**src/rtl/seq_mul_add_acc.sv**
```systemverilog
// Sequential multiply-add: result = a*b + addend (or running acc), one multiplier bit per cycle.
// Valid/ready handshakes on both sides; result and acc register are 2*W bits, wrapping.
module seq_mul_add_acc #(
  parameter int unsigned W     = 4,
  parameter int unsigned CNT_W = $clog2(W + 1)
) (
  input  logic             clk,
  input  logic             rst_n,
  input  logic             in_valid,
  output logic             in_ready,
  input  logic [W-1:0]     a,
  input  logic [W-1:0]     b,
  input  logic [2*W-1:0]   addend,
  input  logic             acc_mode,
  input  logic             acc_clr,
  output logic             out_valid,
  input  logic             out_ready,
  output logic [2*W-1:0]   result,
  output logic             busy
);

  localparam int unsigned RW = 2 * W;

  typedef enum logic [1:0] {StIdle, StBusy, StDone} state_e;

  state_e            state_q, state_d;
  logic [W-1:0]      a_q, a_d;
  logic [W-1:0]      b_q, b_d;
  logic [RW-1:0]     part_q, part_d;
  logic [RW-1:0]     acc_q, acc_d;
  logic [RW-1:0]     res_q, res_d;
  logic [CNT_W-1:0]  cnt_q, cnt_d;
  logic [CNT_W-1:0]  shamt;
  logic [RW-1:0]     a_ext;

  assign a_ext = {{W{1'b0}}, a_q};
  // Counter runs W..1, so the shift walks 0..W-1 as multiplier bits are consumed.
  assign shamt = CNT_W'(W) - cnt_q;

  always_comb begin
    state_d = state_q;
    a_d     = a_q;
    b_d     = b_q;
    part_d  = part_q;
    acc_d   = acc_q;
    res_d   = res_q;
    cnt_d   = cnt_q;
    unique case (state_q)
      StIdle: begin
        if (acc_clr) acc_d = '0;
        if (in_valid) begin
          a_d     = a;
          b_d     = b;
          // A coinciding clear wins, so an accumulate beat starts from zero.
          part_d  = acc_mode ? (acc_clr ? '0 : acc_q) : addend;
          cnt_d   = CNT_W'(W);
          state_d = StBusy;
        end
      end
      StBusy: begin
        if (b_q[0]) part_d = part_q + (a_ext << shamt);
        b_d   = b_q >> 1;
        cnt_d = cnt_q - CNT_W'(1);
        if (cnt_q == CNT_W'(1)) begin
          res_d   = part_d;
          acc_d   = part_d;
          state_d = StDone;
        end
      end
      StDone: begin
        if (out_ready) state_d = StIdle;
      end
      default: state_d = StIdle;
    endcase
  end

  always_ff @(posedge clk or negedge rst_n) begin
    if (!rst_n) begin
      state_q <= StIdle;
      a_q     <= '0;
      b_q     <= '0;
      part_q  <= '0;
      acc_q   <= '0;
      res_q   <= '0;
      cnt_q   <= '0;
    end else begin
      state_q <= state_d;
      a_q     <= a_d;
      b_q     <= b_d;
      part_q  <= part_d;
      acc_q   <= acc_d;
      res_q   <= res_d;
      cnt_q   <= cnt_d;
    end
  end

  assign in_ready  = (state_q == StIdle);
  assign busy      = (state_q == StBusy);
  assign out_valid = (state_q == StDone);
  assign result    = res_q;

endmodule
```
**config.mk**
```make
export PLATFORM = sky130hd
export DESIGN_NAME = seq_mul_add_acc
export DESIGN_NICKNAME = d
export VERILOG_FILES = /design/src/rtl/seq_mul_add_acc.sv
export SDC_FILE = /design/constraint.sdc
export NUM_CORES = 1
export LEC_CHECK = 0
export ABC_CLOCK_PERIOD_IN_PS = 4600
export BUFFER_PORTS_ARGS = -buffer_cell sky130_fd_sc_hd__buf_4
export CAP_MARGIN = 25
export CORE_MARGIN = 2
export CORE_UTILIZATION = 61
export CTS_CLUSTER_DIAMETER = 100
export DETAILED_ROUTE_END_ITERATION = 8
export PLACE_DENSITY = 0.89
export SLEW_MARGIN = 20
export SYNTH_ARGS = -nofsm -noshare
export SYNTH_HDL_FRONTEND = slang
export SYNTH_SLANG_ARGS = --single-unit
```
**constraint.sdc**
```tcl
create_clock -name clk -period 4.6 [get_ports clk]
set_input_delay 0.92 -clock clk [delete_from_list [all_inputs] [get_ports clk]]
set_output_delay 0.92 -clock clk [all_outputs]
set_load 0.01 [all_outputs]
```
==> metrics.yaml <==
vias_per_cell: 5.877
syn_nets: 275
synth_warnings: 0
synth_edf_count: 0
maxCapViolCount: 0
setup_violations: 0
slew_headroom_pct: 51.87
p_switching_mw: 0.8960
sw_frac_of_total_pct: 44.97
routed-via-count: 1863
fp.dieW_um: 63.73
ys_types: 39
rsz0062_at_grt: "false"
overflow: 0
yosysSeqAreaShare_pct: 42.55
slew_viol_final: 0
drt_pass1_iterations: 4
synthToLayoutAreaGrowth_pct: 15.47
cp.required_ns: 4.87
critPathSlowestCell: "mux4_2"
core_area_sq_um: 3390
place_congestion: 0.9342
cts_setup_buffers: 0
pwr-share-clk_pct: 12.3
pwr-share-comb_pct: 57.7
fill_cells: 248
syn_area_per_cell_sq_um: 8.991
ir_worst_vdd_uv: 557.3
syn_inst: 242
end_kind: "register"
layout.nets: 303
internal_power_mw: 1.096
cts.root.buffer_cell: "clkbuf_4"
worst-setup-path-type: "reg -> reg"
skew_ns: 0.009205
yosysMostFrequentCell: "nand2_1"
worst_pin_slew_ns: 0.7192
drt_iter0_markers: 126
startpoint_type: "register"
syn_area_sq_um: 2176
clkSlewWorstSetupHoldPaths_ns: 0.12
tns_ns: 0
n_antenna_cell: 0
async_flop_share_pct: 100.0
grt_pass1_vias: 1913
cts_tree: "yes"
slowest_delay_ns: 0.55
synth_flop_cell: "dfrtp_1"
cts-htree-levels: 2
period_needed_ns: 3.313
crit_path_max_fanout: 11
status: "completed"
ios: 33
cts_hold_buf: 0
finalCritPeriodShare_pct: 72.02
min_path_type: "in -> async"
synth_largest_area_cell: "dfrtp_1"
place_hpwl_um: 3529
start_util_pct: 64.19
power_density_nw_per_um2: 793.1
layout-drive-gt1-share_pct: 16.61
fmax_mhz: 301.8
wl_um: 4818
drc: 0
synth_common_cells: "51 x nand2_1, 37 x dfrtp_1, 15 x a21oi_1"
antenna_found_initial: 0
io_buffer_count: 32
p_leak_nw: 1.255
grt_max_degree: 38
fin_util_pct: 74.12
clock_sinks: 37
cp_cell_sequence: "inv_1 > ha_1 > mux4_2 > and2_1 > ha_1 > o21a_1 > o21a_1 > o21a_1 > o21a_1 > o31ai_1"
crit_top_cell: "o21a_1"
synth_area_leaders: "dfrtp_1 43%, nand2_1 8.8%, ha_1 5.8%"
die-area_sq_um: 4061
hold_violations: 0
grt_first_pass_wirelength_um: 8625
cts.path.max_buffers: 2
arrival_ns: 3.59
ctsResizeCount: 0
grt_usage_pct: 27.59
postRouteAntennaNets: 0
p_total_mw: 1.993
floorplan.rows: 21
ys_ff_latch: 37
power_frac_seq_pct: 30.1
insertion_delay_ns: 0.37
wl_per_cell_um: 15.20
cts_buffers: 5
dieHeight_um: 63.73
synth_top_area_share_pct: 42.55
[area by class of cell]
class / count / area (sq um) / area share, %
inverters: 8 / 30.03 / 1.195
multi-input cells: 186 / 1174 / 46.71
repair buffers: 32 / 240.2 / 9.562
clock inverters: 1 / 30.03 / 1.195
clock buffers: 7 / 55.05 / 2.191
well taps: 46 / 57.56 / 2.291
flip-flops and latches: 37 / 925.9 / 36.85
[cell usage in the layout, fill, tap and decap left out, types with 2 or more instances in the layout]
cell type,n
nand2_1,51
dfrtp_1,37
buf_4,32
a21oi_1,15
nor2_1,14
o21ai_0,12
nor2b_1,11
ha_1,10
inv_1,8
mux2i_1,7
a21o_1,7
nand3_1,6
o21a_1,5
clkbuf_4,5
xnor2_1,4
nor3_1,4
nand2b_1,4
o221ai_1,4
mux2_2,3
and2_1,3
o211ai_1,3
a22oi_1,3
a22o_1,2
a221o_1,2
nand3b_1,2
[metal layers]
| metal | track usage [%] | wire [um] |
|---|---|---|
| met4 | 9.511 | 137 |
| met2 | 43.29 | 2299 |
| met1 | 36.82 | 2070 |
| met5 | 0 | 0 |
| met3 | 7.679 | 310 |
[critical path: cells and delay by family, from the launching register on]
family / cells / cell delay (ns)
AO/OA/AOI/OAI: 5 / 1.03
adder cells (fa/ha/maj): 2 / 0.81
buffers and inverters: 1 / 0.11
flip-flops: 1 / 0.54
multiplexers: 1 / 0.55
AND/OR/NAND/NOR: 1 / 0.18
[through the flow]
stage                     hold slack, ns  instances  worst slack [ns]  area [sq um]
final                             0.4800        317             1.287          2512
after global routing              0.5118        317            0.9960          2512
after CTS                         0.4913        317             1.289          2512
after detailed placement          0.4637        309             1.339          2427
after global placement            0.4579        309             1.447          2427
after floorplan                   0.4462        242             1.718          2176
[state kept, by name (all words and copies together) (netlist names)]
signal   count
acc_q        8
state_q      2
result       8
cnt_q        3
b_q          4
part_q       8
a_q          4
[final timing paths]
path	endpoint	slack, ns	startpoint	cells after the start
hold / removal	result[6]	0.48	rst_n	1
setup reg to reg	part_q[6]	1.29	cnt_q[0]	10
hold reg to reg	result[0]	0.49	result[0]	1
setup / recovery	part_q[6]	1.29	cnt_q[0]	10
max in group asynchronous	result[4]	3.77	rst_n	1
min in group clk	result[0]	0.49	result[0]	1
[power by group through the flow]
stage,clock (mW),sequential [mW],combinational (mW)
after global routing,0.263,0.621,1.28
after floorplan,0,0.566,0.883
after detailed placement,0,0.605,1.13
after CTS,0.245,0.599,1.14
after global placement,0,0.594,1.10
final,0.244,0.599,1.15
[cell families (layout without fill, tap and decap cells)]
| family | after synthesis | in the layout | synth area share [%] |
|---|---|---|---|
| adders and majority gates | 11 | 11 | 6.671 |
| DFF | 37 | 37 | 42.55 |
| xor gates and xnor gates | 6 | 6 | 2.760 |
| muxes | 11 | 11 | 5.808 |
| and+or+nand+nor | 99 | 99 | 20.64 |
| AOI/OAI and AO/OA | 59 | 59 | 18.06 |
| buffers and inverters | 19 | 48 | 3.508 |
Power figures use the tool's default switching activity.
